## config.mk

```make
export PLATFORM = sky130hd
export DESIGN_NAME = sensor_dmem_logger
export DESIGN_NICKNAME = d
export VERILOG_FILES = /design/src/rtl/logger_pkg.sv /design/src/rtl/sync_2ff.sv /design/src/rtl/sensor_dmem_logger.sv
export SDC_FILE = /design/constraint.sdc
export NUM_CORES = 1
export LEC_CHECK = 0
export CORE_AREA = 2 2 79 81
export DETAILED_ROUTE_END_ITERATION = 10
export DIE_AREA = 0 0 81 83
export GPL_ROUTABILITY_DRIVEN = 0
export GPL_TIMING_DRIVEN = 1
export PLACE_DENSITY = 0.88
export SYNTH_ARGS = -nofsm -noshare
export SYNTH_HDL_FRONTEND = slang
export SYNTH_SLANG_ARGS = --single-unit
```

## constraint.sdc

```tcl
create_clock -name clock -period 2.2 [get_ports clock]
set_input_delay 0.44 -clock clock [delete_from_list [all_inputs] [get_ports clock]]
set_output_delay 0.44 -clock clock [all_outputs]
set_load 0.02 [all_outputs]
```

## src/rtl/logger_pkg.sv

```systemverilog
// ============================================================================
// Module : logger_pkg
// Brief  : Shared widths and FSM state encoding for the sensor data-RAM logger.
// Rev    : 1.0
// ============================================================================
`default_nettype none

package logger_pkg;

    localparam int ADDR_W = 12;
    localparam int DATA_W = 32;
    localparam int BYTE_W = 8;

    typedef enum logic [1:0] {
        S_IDLE      = 2'd0,
        S_WR_SAMPLE = 2'd1,
        S_WR_PTR    = 2'd2
    } state_t;

endpackage

`default_nettype wire

```

## src/rtl/sync_2ff.sv

```systemverilog
// ============================================================================
// Module : sync_2ff
// Brief  : Two-flop synchronizer for a bus of independent asynchronous bits.
// Rev    : 1.0
// ============================================================================
`default_nettype none

module sync_2ff #(
    parameter int WIDTH = 8
) (
    input  logic             clk,
    input  logic             rst,
    input  logic [WIDTH-1:0] i_d,
    output logic [WIDTH-1:0] o_q
);

    logic [WIDTH-1:0] r_meta;
    logic [WIDTH-1:0] r_sync;

    always_ff @(posedge clk or posedge rst) begin
        if (rst) begin
            r_meta <= '0;
            r_sync <= '0;
        end else begin
            r_meta <= i_d;
            r_sync <= r_meta;
        end
    end

    assign o_q = r_sync;

endmodule

`default_nettype wire

```

## src/rtl/sensor_dmem_logger.sv

```systemverilog
// ============================================================================
// Module : sensor_dmem_logger
// Brief  : Periodically samples eight board inputs into a RAM ring buffer,
//          sharing the RAM port with the CPU (CPU always wins).
// Rev    : 1.0
// ============================================================================
`default_nettype none

module sensor_dmem_logger
    import logger_pkg::*;
#(
    parameter int          SAMPLE_PERIOD = 1000,
    parameter logic [11:0] BASE_ADDR     = 12'h800,
    parameter int          DEPTH         = 256,
    parameter logic [11:0] PTR_ADDR      = 12'h7FF
) (
    input  logic              clock,
    input  logic              reset,
    input  logic              enable,
    input  logic [BYTE_W-1:0] in_bits,
    input  logic              cpu_req,
    input  logic              cpu_wren,
    input  logic [ADDR_W-1:0] cpu_addr,
    input  logic [DATA_W-1:0] cpu_data,
    output logic              ram_wEn,
    output logic [ADDR_W-1:0] ram_addr,
    output logic [DATA_W-1:0] ram_dataIn,
    input  logic              overrun_clr,
    output logic              busy,
    output logic              overrun
);

    localparam int                 c_CNT_W     = $clog2(SAMPLE_PERIOD);
    localparam int                 c_PTR_W     = $clog2(DEPTH);
    localparam logic [c_CNT_W-1:0] c_TICK_LAST = c_CNT_W'(SAMPLE_PERIOD - 1);
    localparam logic [c_PTR_W-1:0] c_WPTR_LAST = c_PTR_W'(DEPTH - 1);

    logic [c_CNT_W-1:0] r_tick_cnt;
    logic               w_tick;
    logic [BYTE_W-1:0]  w_synced;
    logic [BYTE_W-1:0]  r_sample;
    state_t             r_state;
    state_t             w_state_nxt;
    logic [c_PTR_W-1:0] r_wptr;
    logic [c_PTR_W-1:0] w_wptr_nxt;
    logic               r_wrapped;
    logic               w_wrapped_nxt;
    logic               w_ptr_commit;
    logic               r_overrun;

    sync_2ff #(
        .WIDTH (BYTE_W)
    ) u_sync (
        .clk (clock),
        .rst (reset),
        .i_d (in_bits),
        .o_q (w_synced)
    );

    assign w_tick        = enable && (r_tick_cnt == c_TICK_LAST);
    assign w_wptr_nxt    = r_wptr + 1'b1;
    assign w_wrapped_nxt = r_wrapped | (r_wptr == c_WPTR_LAST);

    always_ff @(posedge clock or posedge reset) begin
        if (reset) begin
            r_tick_cnt <= '0;
        end else if (!enable || w_tick) begin
            r_tick_cnt <= '0;
        end else begin
            r_tick_cnt <= r_tick_cnt + 1'b1;
        end
    end

    always_ff @(posedge clock or posedge reset) begin
        if (reset) begin
            r_state   <= S_IDLE;
            r_sample  <= '0;
            r_wptr    <= '0;
            r_wrapped <= 1'b0;
            r_overrun <= 1'b0;
        end else begin
            r_state <= w_state_nxt;
            if (w_tick && r_state == S_IDLE) begin
                r_sample <= w_synced;
            end
            if (w_ptr_commit) begin
                r_wptr    <= w_wptr_nxt;
                r_wrapped <= w_wrapped_nxt;
            end
            // A drop in the same cycle as a clear must leave overrun set.
            if (w_tick && r_state != S_IDLE) begin
                r_overrun <= 1'b1;
            end else if (overrun_clr) begin
                r_overrun <= 1'b0;
            end
        end
    end

    // The CPU owns the port whenever it asks; the logger only advances on free cycles.
    always_comb begin
        w_state_nxt  = r_state;
        w_ptr_commit = 1'b0;
        ram_wEn      = cpu_req & cpu_wren;
        ram_addr     = cpu_addr;
        ram_dataIn   = cpu_data;
        case (r_state)
            S_IDLE: begin
                if (w_tick) begin
                    w_state_nxt = S_WR_SAMPLE;
                end
            end
            S_WR_SAMPLE: begin
                if (!cpu_req) begin
                    ram_wEn     = 1'b1;
                    ram_addr    = BASE_ADDR + ADDR_W'(r_wptr);
                    ram_dataIn  = {{(DATA_W-BYTE_W){1'b0}}, r_sample};
                    w_state_nxt = S_WR_PTR;
                end
            end
            S_WR_PTR: begin
                if (!cpu_req) begin
                    ram_wEn      = 1'b1;
                    ram_addr     = PTR_ADDR;
                    ram_dataIn   = {w_wrapped_nxt, {(DATA_W-1-ADDR_W){1'b0}}, ADDR_W'(w_wptr_nxt)};
                    w_ptr_commit = 1'b1;
                    w_state_nxt  = S_IDLE;
                end
            end
            default: begin
                w_state_nxt = S_IDLE;
            end
        endcase
    end

    assign busy    = (r_state != S_IDLE);
    assign overrun = r_overrun;

endmodule

`default_nettype wire
```

==> run_summary.xml, run 1 <==
<?xml version="1.0" encoding="UTF-8"?>
<metrics>
  <group name="run_status">
    <metric name="outcome" unit="">finished, violations left</metric>
    <metric name="violations" unit="">setup timing</metric>
  </group>
  <group name="worst_setup_path">
    <metric name="cp.arrival" unit="ns">1.92</metric>
    <metric name="crit-reg2reg-launch" unit="">r_tick_cnt[2]$_DFF_PP0_</metric>
    <metric name="reg2reg_slack" unit="ns">0.48</metric>
    <metric name="cpLargestDelayFamily" unit="">compound AO/OA/AOI/OAI gates</metric>
    <metric name="timing.setup.critical_path_class" unit="">reg -&gt; out</metric>
    <metric name="path_buf_inv" unit="">3</metric>
    <metric name="crit_path_cell_trace" unit="">inv_2 -&gt; ha_4 -&gt; nor2b_4 -&gt; buf_6 -&gt; a22o_1 -&gt; a22oi_1 -&gt; o21ai_1 -&gt; buf_4</metric>
    <metric name="slowest_delay" unit="ns">0.40</metric>
    <metric name="critical_path.slowest_cell" unit="">sky130_fd_sc_hd__dfrtp_1</metric>
    <metric name="end_kind" unit="">primary output</metric>
    <metric name="largest_driver_fanout_on_the_critical_path" unit="">5</metric>
    <metric name="start_kind" unit="">flop</metric>
    <metric name="worst-endpoint-required" unit="ns">1.76</metric>
    <metric name="ff2ff_path_depth" unit="">3</metric>
    <metric name="reg2reg_to" unit="">r_tick_cnt[6]$_DFF_PP0_</metric>
  </group>
  <group name="timing">
    <metric name="finalClockSkew" unit="ns">0.01263</metric>
    <metric name="worst-slew-pin-transition" unit="ns">0.6159</metric>
    <metric name="finalSetupViolations" unit="">41</metric>
    <metric name="timing.final.crit_period" unit="ns">2.360</metric>
    <metric name="slew_viol_final" unit="">0</metric>
    <metric name="post-route-worst-setup-slack" unit="ns">-0.1604</metric>
    <metric name="rsz0062_at_grt" unit="">yes</metric>
    <metric name="max_freq" unit="MHz">423.6</metric>
    <metric name="final.period_utilization" unit="">1.073</metric>
    <metric name="timing_hold_violations_final" unit="">0</metric>
    <metric name="max-slew-margin-rel" unit="">0.5869</metric>
  </group>
  <group name="finish">
    <metric name="final.fill_count" unit="">450</metric>
    <metric name="drive_above_1_share" unit="">0.3136</metric>
    <metric name="fin_nets" unit="">452</metric>
    <metric name="regArea" unit="um2">1151</metric>
    <metric name="utilization" unit="">0.6616</metric>
    <metric name="multi_input_logic_area" unit="um2">1254</metric>
    <metric name="areaGrowthSynthToFinish" unit="%">59.66</metric>
    <metric name="top_library_cells_by_usage_in_the_layout_fill_and_taps_aside" unit="">sky130_fd_sc_hd__clkdlybuf4s50_1, sky130_fd_sc_hd__dfrtp_1, sky130_fd_sc_hd__buf_4</metric>
    <metric name="antenna_cells_inserted" unit="">0</metric>
    <metric name="most_common_cell_after_layout_fill_and_taps_aside" unit="">sky130_fd_sc_hd__clkdlybuf4s50_1</metric>
    <metric name="postLayoutCellArea" unit="um2">3847</metric>
  </group>
  <group name="synthesis">
    <metric name="yosysSeqAreaShare" unit="">0.4777</metric>
    <metric name="yosysUniqueCellTypes" unit="">30</metric>
    <metric name="gate_count_after_technology_mapping" unit="">252</metric>
    <metric name="synth.largest_area_cell" unit="">sky130_fd_sc_hd__dfrtp_1</metric>
    <metric name="synth-warning-count" unit="">0</metric>
    <metric name="synthDominantCellAreaShare" unit="">0.4777</metric>
    <metric name="yosys-top-cells-area" unit="">sky130_fd_sc_hd__dfrtp_1, sky130_fd_sc_hd__and2_1, sky130_fd_sc_hd__xnor2_1</metric>
    <metric name="synth_fp_nets" unit="">316</metric>
    <metric name="synth.avg_cell_area" unit="um2">9.563</metric>
    <metric name="register_bit_count_reported_by_yosys" unit="">46</metric>
    <metric name="mappedNetlistArea" unit="um2">2410</metric>
  </group>
  <group name="clock_network">
    <metric name="clkTransAtPathRegs" unit="ns">0.08</metric>
    <metric name="cts_buffers" unit="">5</metric>
    <metric name="cts.root.buffer_cell" unit="">sky130_fd_sc_hd__clkbuf_8</metric>
    <metric name="clkLatencyLatePin" unit="ns">0.30</metric>
    <metric name="clock-sinks" unit="">46</metric>
    <metric name="ctsHtreeMaxLevel" unit="">2</metric>
    <metric name="max-clock-path-buffers" unit="">2</metric>
    <metric name="cts_tree" unit="">done</metric>
  </group>
  <group name="drt">
    <metric name="final_antenna_net_count" unit="">0</metric>
    <metric name="drt-pass1-iter-count" unit="">4</metric>
    <metric name="detailroute.via_count" unit="">2355</metric>
    <metric name="detail_route.wirelength" unit="mm">7.200</metric>
    <metric name="vias_per_cell" unit="">5.075</metric>
    <metric name="drt_iter0_markers" unit="">223</metric>
    <metric name="post_drt_wl_per_cell" unit="um">15.52</metric>
    <metric name="post-route-drc-count" unit="">0</metric>
  </group>
  <group name="floorplan">
    <metric name="die-height" unit="um">83</metric>
    <metric name="initial_core_util" unit="">0.4144</metric>
    <metric name="placementRows" unit="">28</metric>
    <metric name="die_area" unit="um2">6723</metric>
    <metric name="core_area" unit="um2">5816</metric>
    <metric name="die_x" unit="um">81</metric>
    <metric name="io-pin-count" unit="">105</metric>
  </group>
  <group name="grt">
    <metric name="grt_pass1_wl" unit="mm">10.89</metric>
    <metric name="globalRouteOverflowTotal" unit="">0</metric>
    <metric name="number_of_antenna_violations_at_the_first_check_in_global_routing" unit="">0</metric>
    <metric name="track_usage" unit="">0.2083</metric>
    <metric name="first_global_vias" unit="">2311</metric>
    <metric name="largest_net_degree_at_the_start_of_global_routing" unit="">47</metric>
  </group>
  <group name="hold_path">
    <metric name="hold_path_class" unit="">reg -&gt; reg</metric>
    <metric name="whs_path_depth" unit="">0</metric>
    <metric name="hp-start" unit="">u_sync.r_meta[0]$_DFF_PP0_</metric>
    <metric name="holdPathEnd" unit="">u_sync.o_q[0]$_DFF_PP0_</metric>
  </group>
  <group name="power">
    <metric name="cellPowerDensity" unit="nW/um2">468.2</metric>
    <metric name="static-leakage-power" unit="uW">0.001744</metric>
    <metric name="max-vdd-ir-drop" unit="uV">471.3</metric>
  </group>
  <group name="place">
    <metric name="detailed_place_hpwl" unit="mm">5.033</metric>
    <metric name="place_area" unit="um2">3735</metric>
    <metric name="io_buffer_count" unit="">104</metric>
  </group>
  <group name="job">
    <metric name="maxCapViolations" unit="">0</metric>
  </group>
</metrics>
==> layout make-up <==
type,instances,area share
Clock inverter,2,0.009756
Tap cell,75,0.02439
Inverter,9,0.008780
Sequential cell,46,0.2992
Multi-Input combinational cell,184,0.3259
Timing Repair Buffer,142,0.3132
Clock buffer,6,0.01886
==> how the worst max path moves through the flow <==
stage | startpoint | to | cells past startpoint
after floorplan | r_state[1]$_DFFE_PP0P_ | ram_dataIn[31] | 7
after CTS | r_state[0]$_DFFE_PP0P_ | ram_dataIn[7] | 8
after global placement | cpu_req | ram_dataIn[4] | 6
after global routing | r_state[0]$_DFFE_PP0P_ | ram_dataIn[7] | 8
final | r_state[0]$_DFFE_PP0P_ | ram_dataIn[7] | 8
after detailed placement | cpu_req | ram_dataIn[7] | 7
==> synth_stat cells <==
master / number
sky130_fd_sc_hd__nor2b_1: 2
sky130_fd_sc_hd__a21oi_1: 13
sky130_fd_sc_hd__a31o_2: 1
sky130_fd_sc_hd__xnor2_1: 14
sky130_fd_sc_hd__o21ai_0: 23
sky130_fd_sc_hd__a31oi_1: 3
sky130_fd_sc_hd__xor2_1: 6
sky130_fd_sc_hd__nand2_1: 21
sky130_fd_sc_hd__nand4_1: 2
sky130_fd_sc_hd__o31ai_4: 1
sky130_fd_sc_hd__a22o_1: 8
sky130_fd_sc_hd__and2_1: 24
sky130_fd_sc_hd__nand3_1: 8
sky130_fd_sc_hd__and3_1: 1
sky130_fd_sc_hd__mux2_2: 8
sky130_fd_sc_hd__a21o_1: 1
sky130_fd_sc_hd__a22oi_1: 3
sky130_fd_sc_hd__o31ai_2: 1
sky130_fd_sc_hd__nor2_1: 27
sky130_fd_sc_hd__clkbuf_1: 13
sky130_fd_sc_hd__nor3_4: 1
sky130_fd_sc_hd__ha_1: 6
sky130_fd_sc_hd__dfrtp_1: 46
sky130_fd_sc_hd__or3_1: 1
sky130_fd_sc_hd__a41o_1: 1
sky130_fd_sc_hd__nor3_1: 3
sky130_fd_sc_hd__o21a_1: 3
sky130_fd_sc_hd__nand2_4: 1
sky130_fd_sc_hd__or3b_4: 1
sky130_fd_sc_hd__inv_1: 9
==> layer usage <==
metal / wire (um) / track usage / up-vias
met3: 639 / 0.05326 / 21
li1: - / - / 1122
met1: 2732 / 0.2325 / 1096
met4: 276 / 0.1017 / 0
met2: 3551 / 0.3606 / 116
met5: 0 / 0 / -
==> what timing repair did <==
item	CTS	global route
hold buffers	0	0
gates cloned	1	1
gates resized for setup	200	31
setup endpoints to repair	45	45
pin swaps	9	4
buffers inserted	5	3
==> state kept, by name (all words and copies together) (netlist names) <==
signal	count
r_tick_cnt	10
r_sample	8
overrun	1
r_wrapped	1
u_sync.r_meta	8
r_wptr	8
u_sync.o_q	8
r_state	2
==> power breakdown <==
group	leakage (uW)	switching, uW	internal, uW
clock network	0.0000514	278	339
logic	0.00109	142	169
registers	0.000603	8.61	864
total	0.00174	429	1370
==> cell families (layout without fill, tap and decap cells) <==
logic type | after synthesis | in the layout | synth area share
muxes | 8 | 8 | 0.03738
and+or+nand+nor | 92 | 92 | 0.1916
AOI/OAI and AO/OA | 58 | 58 | 0.1552
DFF | 46 | 46 | 0.4777
xor gates and xnor gates | 20 | 20 | 0.07269
adders and majority gates | 6 | 6 | 0.03115
buffers and inverters | 22 | 159 | 0.03427
==> per-stage QoR <==
stage | total power, uW | hold WS [ns] | TNS, ns | setup WS (ns) | cells
floorplan | 1014 | 0.3312 | -0.05866 | -0.01962 | 252
global placement | 1220 | 0.3346 | -17.94 | -0.4878 | 446
detailed placement | 1225 | 0.3347 | -21.11 | -0.6157 | 446
CTS | 1818 | 0.3486 | -2.285 | -0.1521 | 460
global route | 1866 | 0.3583 | -4.456 | -0.1977 | 464
finish | 1801 | 0.3514 | -2.270 | -0.1604 | 464
Note: power is estimated with default switching activity, not from simulation.
==> run 2: changes to the inputs <==
--- a/config.mk
+++ b/config.mk
@@ -11,6 +11,7 @@
 export GPL_ROUTABILITY_DRIVEN = 0
 export GPL_TIMING_DRIVEN = 1
 export PLACE_DENSITY = 0.88
+export SETUP_SLACK_MARGIN = 0.1
 export SYNTH_ARGS = -nofsm -noshare
 export SYNTH_HDL_FRONTEND = slang
 export SYNTH_SLANG_ARGS = --single-unit
==> run_summary.xml, run 2 (same netlist as run 1, synthesis figures left out) <==
<?xml version="1.0" encoding="UTF-8"?>
<metrics>
  <group name="timing">
    <metric name="final.period_utilization" unit="">1.045</metric>
    <metric name="timing_hold_violations_final" unit="">0</metric>
    <metric name="finalClockSkew" unit="ns">0.007044</metric>
    <metric name="max_freq" unit="MHz">434.8</metric>
    <metric name="final.hold.worst_slack" unit="ns">0.3503</metric>
    <metric name="finalSetupTns" unit="ns">-0.4434</metric>
    <metric name="slew_viol_final" unit="">0</metric>
    <metric name="rsz0062_at_grt" unit="">yes</metric>
    <metric name="timing.final.crit_period" unit="ns">2.300</metric>
    <metric name="post-route-worst-setup-slack" unit="ns">-0.1000</metric>
    <metric name="max-slew-margin-rel" unit="">0.5725</metric>
    <metric name="worst-slew-pin-transition" unit="ns">0.6374</metric>
    <metric name="finalSetupViolations" unit="">10</metric>
  </group>
  <group name="job">
    <metric name="maxCapViolations" unit="">0</metric>
  </group>
  <group name="grt">
    <metric name="number_of_antenna_violations_at_the_first_check_in_global_routing" unit="">0</metric>
    <metric name="globalRouteOverflowTotal" unit="">0</metric>
    <metric name="first_global_vias" unit="">2465</metric>
    <metric name="track_usage" unit="">0.2120</metric>
    <metric name="grt_pass1_wl" unit="mm">11.19</metric>
    <metric name="largest_net_degree_at_the_start_of_global_routing" unit="">47</metric>
  </group>
  <group name="power">
    <metric name="switching_share" unit="">0.2472</metric>
    <metric name="cell_internal_pwr" unit="uW">1289</metric>
    <metric name="power.clock.fraction" unit="">0.307</metric>
    <metric name="cellPowerDensity" unit="nW/um2">440.2</metric>
    <metric name="max-vdd-ir-drop" unit="uV">452.0</metric>
    <metric name="static-leakage-power" unit="uW">0.001748</metric>
    <metric name="power_frac_comb" unit="">0.183</metric>
    <metric name="total_switching_power" unit="uW">423.3</metric>
    <metric name="share_of_total_power_in_sequential_cells" unit="">0.509</metric>
  </group>
  <group name="clock_network">
    <metric name="cts_buffers" unit="">5</metric>
    <metric name="cts_tree" unit="">done</metric>
    <metric name="cts.root.buffer_cell" unit="">sky130_fd_sc_hd__clkbuf_8</metric>
    <metric name="number_of_buffers_added_to_fix_hold_violations_after_cts" unit="">0</metric>
    <metric name="max-clock-path-buffers" unit="">2</metric>
    <metric name="ctsHtreeMaxLevel" unit="">2</metric>
    <metric name="clock-sinks" unit="">46</metric>
    <metric name="clkTransAtPathRegs" unit="ns">0.08</metric>
    <metric name="clkLatencyLatePin" unit="ns">0.30</metric>
  </group>
  <group name="worst_setup_path">
    <metric name="timing.setup.critical_path_class" unit="">reg -&gt; out</metric>
    <metric name="worst-endpoint-required" unit="ns">1.76</metric>
    <metric name="cp.arrival" unit="ns">1.86</metric>
    <metric name="largest_driver_fanout_on_the_critical_path" unit="">5</metric>
    <metric name="end_kind" unit="">primary output</metric>
    <metric name="start_kind" unit="">flop</metric>
  </group>
  <group name="floorplan">
    <metric name="io-pin-count" unit="">105</metric>
    <metric name="placementRows" unit="">28</metric>
    <metric name="die_x" unit="um">81</metric>
    <metric name="die-height" unit="um">83</metric>
    <metric name="initial_core_util" unit="">0.4144</metric>
    <metric name="die_area" unit="um2">6723</metric>
    <metric name="core_area" unit="um2">5816</metric>
  </group>
  <group name="drt">
    <metric name="detail_route.wirelength" unit="mm">7.155</metric>
    <metric name="post_drt_wl_per_cell" unit="um">15.45</metric>
    <metric name="final_antenna_net_count" unit="">0</metric>
    <metric name="detailroute.via_count" unit="">2389</metric>
    <metric name="vias_per_cell" unit="">5.160</metric>
    <metric name="drt-pass1-iter-count" unit="">4</metric>
    <metric name="drt_iter0_markers" unit="">154</metric>
    <metric name="post-route-drc-count" unit="">0</metric>
  </group>
  <group name="finish">
    <metric name="top_library_cells_by_usage_in_the_layout_fill_and_taps_aside" unit="">sky130_fd_sc_hd__clkdlybuf4s50_1, sky130_fd_sc_hd__buf_4, sky130_fd_sc_hd__dfrtp_1</metric>
    <metric name="flip_flop_count_of_the_largest_register_after_layout" unit="">10</metric>
    <metric name="most_common_cell_after_layout_fill_and_taps_aside" unit="">sky130_fd_sc_hd__clkdlybuf4s50_1</metric>
    <metric name="areaGrowthSynthToFinish" unit="%">61.42</metric>
    <metric name="fin_nets" unit="">451</metric>
    <metric name="antenna_cells_inserted" unit="">0</metric>
    <metric name="drive_above_1_share" unit="">0.3531</metric>
    <metric name="largest_register" unit="">r_tick_cnt</metric>
  </group>
  <group name="place">
    <metric name="detailed_place_hpwl" unit="mm">5.390</metric>
    <metric name="io_buffer_count" unit="">104</metric>
  </group>
  <group name="run_status">
    <metric name="outcome" unit="">finished, violations left</metric>
    <metric name="violations" unit="">setup timing</metric>
  </group>
  <group name="hold_path">
    <metric name="hold_path_class" unit="">reg -&gt; reg</metric>
  </group>
</metrics>
==> run 2: cell types whose count changed in the layout (fill, tap and decap cells not counted), sizes merged <==
cell           before  now
clkdlybuf4s15       1    0
bufinv              1    0
clkinvlp            1    0
clkinv              1    2
clkbuf              6    7
==> run 2: final timing paths <==
check                                      startpoint                    endpoint  slack (ns)  cells past startpoint
setup / recovery               r_state[1]$_DFFE_PP0P_               ram_dataIn[7]       -0.10                      8
max in group asynchronous                       reset     u_sync.o_q[5]$_DFF_PP0_        1.52                      3
hold / removal             u_sync.r_meta[7]$_DFF_PP0_     u_sync.o_q[7]$_DFF_PP0_        0.35                      0
hold reg to reg            u_sync.r_meta[7]$_DFF_PP0_     u_sync.o_q[7]$_DFF_PP0_        0.35                      0
min in group asynchronous                       reset  u_sync.r_meta[0]$_DFF_PP0_        0.48                      3
setup reg to reg              r_tick_cnt[2]$_DFF_PP0_     r_tick_cnt[6]$_DFF_PP0_        0.44                      3
==> run 2: metal layers <==
metal / vias to the layer above / GRT usage / part of all wire
li1: 1116 / - / -
met5: - / 0 / 0
met4: 0 / 0.1094 / 0.030
met1: 1141 / 0.2264 / 0.37
met2: 111 / 0.3727 / 0.50
met3: 21 / 0.05761 / 0.093
==> run 2: worst max-delay path, stage by stage, from the launching register on <==
cell                      delay [ns]
sky130_fd_sc_hd__dfrtp_1        0.40
sky130_fd_sc_hd__inv_2          0.11
sky130_fd_sc_hd__ha_4           0.21
sky130_fd_sc_hd__nor2b_4        0.14
sky130_fd_sc_hd__buf_6          0.13
sky130_fd_sc_hd__a22o_1         0.18
sky130_fd_sc_hd__a22oi_2        0.17
sky130_fd_sc_hd__o21ai_2        0.08
sky130_fd_sc_hd__buf_6          0.13
==> run 2: timing repair <==
item | 4_1_cts | 5_1_grt
gates cloned | 1 | 0
gates resized for setup | 217 | 20
buffers inserted | 4 | 1
pin swaps | 3 | 3
endpoints found under the setup margin | 45 | 45
==> run 2: power groups by stage <==
stage	clock network, uW	registers, uW	logic (uW)
CTS	531	873	313
finish	526	872	314
floorplan	0	887	133
global placement	0	888	338
global route	564	875	336
detailed placement	0	889	341
==> run 2: area by class of cell <==
type | instances | area (um2)
clock inverters | 1 | 5.005
inverters | 9 | 33.78
well taps | 75 | 93.84
clock buffers | 7 | 86.33
fillers | 463 | 1926
multi-input cells | 184 | 1320
repair buffers | 141 | 1200
flip-flops and latches | 46 | 1151
==> run 2: through the flow <==
stage / util / instances / area, um2 / power, uW / setup WS [ns]
floorplan: - / 252 / 2472 / 1019 / 0.09504
global placement: 0.6571 / 450 / 3821 / 1226 / -0.4883
detailed placement: 0.6571 / 450 / 3821 / 1230 / -0.5116
CTS: 0.6607 / 463 / 3842 / 1717 / -0.08561
global route: 0.6689 / 463 / 3890 / 1775 / -0.1747
finish: 0.6689 / 463 / 3890 / 1712 / -0.1000
==> run 3: changes to the inputs <==
--- a/config.mk
+++ b/config.mk
@@ -10,8 +10,9 @@
 export DIE_AREA = 0 0 81 83
 export GPL_ROUTABILITY_DRIVEN = 0
 export GPL_TIMING_DRIVEN = 1
-export PLACE_DENSITY = 0.88
+export PLACE_DENSITY = 0.87
 export SETUP_SLACK_MARGIN = 0.1
 export SYNTH_ARGS = -nofsm -noshare
 export SYNTH_HDL_FRONTEND = slang
+export SYNTH_HIERARCHICAL = 1
 export SYNTH_SLANG_ARGS = --single-unit
==> run_summary.xml, run 3 <==
<?xml version="1.0" encoding="UTF-8"?>
<metrics>
  <group name="job">
    <metric name="maxCapViolations" unit="">0</metric>
  </group>
  <group name="drt">
    <metric name="post_drt_wl_per_cell" unit="um">15.98</metric>
    <metric name="post-route-drc-count" unit="">0</metric>
    <metric name="drt_iter0_markers" unit="">125</metric>
    <metric name="vias_per_cell" unit="">5.118</metric>
    <metric name="detailroute.via_count" unit="">2390</metric>
    <metric name="detail_route.wirelength" unit="mm">7.462</metric>
    <metric name="drt-pass1-iter-count" unit="">5</metric>
    <metric name="final_antenna_net_count" unit="">0</metric>
  </group>
  <group name="synthesis">
    <metric name="synthMuxAreaShare" unit="">0.03787</metric>
    <metric name="synth_edf_count" unit="">0</metric>
    <metric name="synth_fp_nets" unit="">316</metric>
    <metric name="async_reset_ff_frac" unit="">1.000</metric>
    <metric name="register_bit_count_reported_by_yosys" unit="">46</metric>
    <metric name="synth.avg_cell_area" unit="um2">9.439</metric>
    <metric name="synthSimpleGateAreaFrac" unit="">0.1967</metric>
    <metric name="synthDominantCellAreaShare" unit="">0.4840</metric>
    <metric name="synth_compound_gate_area_share" unit="">0.1362</metric>
    <metric name="arithmetic_cell_share_of_the_synthesized_area_counting_full_adders_half_adders_and_majority_gates" unit="">0.03156</metric>
    <metric name="combinational_family_with_the_most_area_after_synthesis" unit="">simple AND/OR/NAND/NOR gates</metric>
    <metric name="ys.flop_type" unit="">sky130_fd_sc_hd__dfrtp_1</metric>
    <metric name="mappedNetlistArea" unit="um2">2379</metric>
    <metric name="synthMostInstantiatedCell" unit="">sky130_fd_sc_hd__dfrtp_1</metric>
    <metric name="gate_count_after_technology_mapping" unit="">252</metric>
    <metric name="synthXorXnorAreaFrac" unit="">0.07733</metric>
    <metric name="synth.largest_area_cell" unit="">sky130_fd_sc_hd__dfrtp_1</metric>
    <metric name="yosysUniqueCellTypes" unit="">31</metric>
    <metric name="yosys-top-cells-area" unit="">sky130_fd_sc_hd__dfrtp_1, sky130_fd_sc_hd__and2_1, sky130_fd_sc_hd__nor2_1</metric>
    <metric name="synth-warning-count" unit="">6</metric>
    <metric name="yosysSeqAreaShare" unit="">0.4840</metric>
    <metric name="synth.cells.most_frequent" unit="">sky130_fd_sc_hd__dfrtp_1, sky130_fd_sc_hd__nor2_1, sky130_fd_sc_hd__and2_1</metric>
  </group>
  <group name="run_status">
    <metric name="violations" unit="">setup timing</metric>
    <metric name="outcome" unit="">finished, violations left</metric>
  </group>
  <group name="timing">
    <metric name="rsz0062_at_grt" unit="">yes</metric>
    <metric name="final.period_utilization" unit="">1.066</metric>
    <metric name="timing.final.crit_period" unit="ns">2.344</metric>
    <metric name="slew_viol_final" unit="">0</metric>
    <metric name="finalSetupViolations" unit="">16</metric>
    <metric name="max_freq" unit="MHz">426.5</metric>
    <metric name="worst-slew-pin-transition" unit="ns">0.6493</metric>
    <metric name="max-slew-margin-rel" unit="">0.5642</metric>
    <metric name="timing_hold_violations_final" unit="">0</metric>
    <metric name="finalClockSkew" unit="ns">0.01223</metric>
    <metric name="post-route-worst-setup-slack" unit="ns">-0.1444</metric>
    <metric name="final.hold.worst_slack" unit="ns">0.3508</metric>
    <metric name="finalSetupTns" unit="ns">-0.7811</metric>
  </group>
  <group name="power">
    <metric name="design_power_total" unit="uW">1851</metric>
    <metric name="power_frac_comb" unit="">0.191</metric>
    <metric name="cell_internal_pwr" unit="uW">1405</metric>
    <metric name="total_switching_power" unit="uW">446.2</metric>
    <metric name="cellPowerDensity" unit="nW/um2">446.1</metric>
    <metric name="max-vdd-ir-drop" unit="uV">470.0</metric>
    <metric name="switching_share" unit="">0.2410</metric>
    <metric name="share_of_total_power_in_sequential_cells" unit="">0.471</metric>
    <metric name="power.clock.fraction" unit="">0.338</metric>
    <metric name="static-leakage-power" unit="uW">0.001879</metric>
  </group>
  <group name="floorplan">
    <metric name="initial_core_util" unit="">0.4090</metric>
    <metric name="core_area" unit="um2">5816</metric>
    <metric name="die_x" unit="um">81</metric>
    <metric name="die_area" unit="um2">6723</metric>
    <metric name="io-pin-count" unit="">105</metric>
    <metric name="die-height" unit="um">83</metric>
    <metric name="placementRows" unit="">28</metric>
  </group>
  <group name="finish">
    <metric name="antenna_cells_inserted" unit="">0</metric>
    <metric name="largest_register" unit="">r_tick_cnt</metric>
    <metric name="postLayoutCellArea" unit="um2">4150</metric>
    <metric name="final.fill_count" unit="">408</metric>
    <metric name="drive_above_1_share" unit="">0.3776</metric>
    <metric name="multi_input_logic_area" unit="um2">1333</metric>
    <metric name="areaGrowthSynthToFinish" unit="%">74.49</metric>
    <metric name="regArea" unit="um2">1151</metric>
    <metric name="most_common_cell_after_layout_fill_and_taps_aside" unit="">sky130_fd_sc_hd__clkdlybuf4s50_1</metric>
    <metric name="flip_flop_count_of_the_largest_register_after_layout" unit="">10</metric>
    <metric name="fin_nets" unit="">455</metric>
    <metric name="top_library_cells_by_usage_in_the_layout_fill_and_taps_aside" unit="">sky130_fd_sc_hd__clkdlybuf4s50_1, sky130_fd_sc_hd__buf_6, sky130_fd_sc_hd__dfrtp_1</metric>
  </group>
  <group name="worst_setup_path">
    <metric name="timing.setup.critical_path_class" unit="">reg -&gt; out</metric>
    <metric name="start_kind" unit="">flop</metric>
    <metric name="end_kind" unit="">primary output</metric>
    <metric name="cp.arrival" unit="ns">1.90</metric>
    <metric name="largest_driver_fanout_on_the_critical_path" unit="">6</metric>
    <metric name="worst-endpoint-required" unit="ns">1.76</metric>
  </group>
  <group name="grt">
    <metric name="globalRouteOverflowTotal" unit="">0</metric>
    <metric name="grt_pass1_wl" unit="mm">11.36</metric>
    <metric name="track_usage" unit="">0.2179</metric>
    <metric name="largest_net_degree_at_the_start_of_global_routing" unit="">31</metric>
    <metric name="first_global_vias" unit="">2389</metric>
    <metric name="number_of_antenna_violations_at_the_first_check_in_global_routing" unit="">0</metric>
  </group>
  <group name="clock_network">
    <metric name="clkTransAtPathRegs" unit="ns">0.09</metric>
    <metric name="ctsHtreeMaxLevel" unit="">2</metric>
    <metric name="cts_buffers" unit="">5</metric>
    <metric name="clkLatencyLatePin" unit="ns">0.31</metric>
    <metric name="max-clock-path-buffers" unit="">2</metric>
    <metric name="cts_tree" unit="">done</metric>
    <metric name="cts.root.buffer_cell" unit="">sky130_fd_sc_hd__clkbuf_8</metric>
    <metric name="clock-sinks" unit="">46</metric>
  </group>
  <group name="hold_path">
    <metric name="hold_path_class" unit="">reg -&gt; reg</metric>
  </group>
  <group name="place">
    <metric name="place_area" unit="um2">3765</metric>
    <metric name="detailed_place_hpwl" unit="mm">5.380</metric>
    <metric name="io_buffer_count" unit="">104</metric>
  </group>
</metrics>
-- run 3: cell types whose count changed in the layout (fill, tap and decap cells not counted), moves of 3 or more --
cell / before / now
sky130_fd_sc_hd__o21ai_1: 1 / 6
sky130_fd_sc_hd__a22oi_2: 3 / 0
sky130_fd_sc_hd__buf_6: 8 / 46
sky130_fd_sc_hd__buf_4: 48 / 32
sky130_fd_sc_hd__and2_4: 0 / 11
sky130_fd_sc_hd__a22o_1: 8 / 4
sky130_fd_sc_hd__a21oi_4: 0 / 3
sky130_fd_sc_hd__o21ai_0: 17 / 12
sky130_fd_sc_hd__and2_1: 24 / 13
sky130_fd_sc_hd__nand2_1: 18 / 14
sky130_fd_sc_hd__buf_2: 24 / 5
-- run 3: timing repair --
item,CTS,global route
resized for setup,298,23
hold buffers,0,0
pin swaps,6,5
endpoints found under the setup margin,46,46
buffers inserted,6,1
cloned,0,1
-- run 3: cell families (layout without fill, tap and decap cells) --
logic type / count (synthesis) / in the layout
AND/OR/NAND/NOR: 94 / 94
flip-flops: 46 / 46
adder cells (fa/ha/maj): 6 / 6
buffers and inverters: 23 / 163
AO/OA/AOI/OAI: 54 / 54
XOR/XNOR: 21 / 21
multiplexers: 8 / 8
-- run 3: worst max-delay path: stages (launching register included) --
cell and delay (ns):
sky130_fd_sc_hd__dfrtp_1 0.41, sky130_fd_sc_hd__inv_2 0.10, sky130_fd_sc_hd__ha_2 0.22, sky130_fd_sc_hd__buf_4 0.16, sky130_fd_sc_hd__a21oi_1 0.07, sky130_fd_sc_hd__o21ai_0 0.20
sky130_fd_sc_hd__a21oi_1 0.09, sky130_fd_sc_hd__nor2_1 0.17, sky130_fd_sc_hd__buf_4 0.17
-- run 3: cell type report --
| class | count | share of cell area |
|---|---|---|
| well taps | 75 | 0.02261 |
| inverters | 10 | 0.009044 |
| clock inverters | 2 | 0.009044 |
| clock buffers | 6 | 0.01749 |
| multi-input cells | 183 | 0.3211 |
| repair buffers | 145 | 0.3434 |
| flip-flops and latches | 46 | 0.2774 |
-- run 3: stage by stage --
stage | instances | util | worst slack (ns)
6_report | 467 | 0.7136 | -0.1444
5_1_grt | 467 | 0.7136 | -0.2590
4_1_cts | 465 | 0.6999 | -0.07242
3_5_place_dp | 451 | 0.6474 | -0.4156
3_3_place_gp | 451 | 0.6474 | -0.3831
2_1_floorplan | 252 | - | 0.1309
-- run 3: worst paths after layout --
| kind | from | to | slack (ns) | cells past startpoint |
|---|---|---|---|---|
| min reg2reg | u_sync/r_meta[4]$_DFF_PP0_ | u_sync/o_q[4]$_DFF_PP0_ | 0.35 | 0 |
| max in group asynchronous | reset | u_sync/r_meta[0]$_DFF_PP0_ | 1.30 | 2 |
| min in group asynchronous | reset | u_sync/o_q[1]$_DFF_PP0_ | 0.52 | 2 |
| max | r_state[1]$_DFFE_PP0P_ | ram_dataIn[4] | -0.14 | 8 |
| max reg2reg | r_tick_cnt[5]$_DFF_PP0_ | r_sample[2]$_DFFE_PP0P_ | 0.22 | 4 |
| min | u_sync/r_meta[4]$_DFF_PP0_ | u_sync/o_q[4]$_DFF_PP0_ | 0.35 | 0 |
-- run 3: power groups by stage --
stage	Combinational [uW]	Clock [uW]	Sequential, uW
floorplan	125	0	887
global placement	324	0	888
detailed placement	329	0	890
CTS	347	636	873
global route	374	680	875
finish	353	626	873
-- run 3: per-layer routing --
layer,wire (um),GRT usage,vias up
met3,709,0.05652,5
met2,3745,0.3824,115
met4,57,0.04777,0
met5,0,0,-
met1,2950,0.2647,1148
li1,-,-,1122
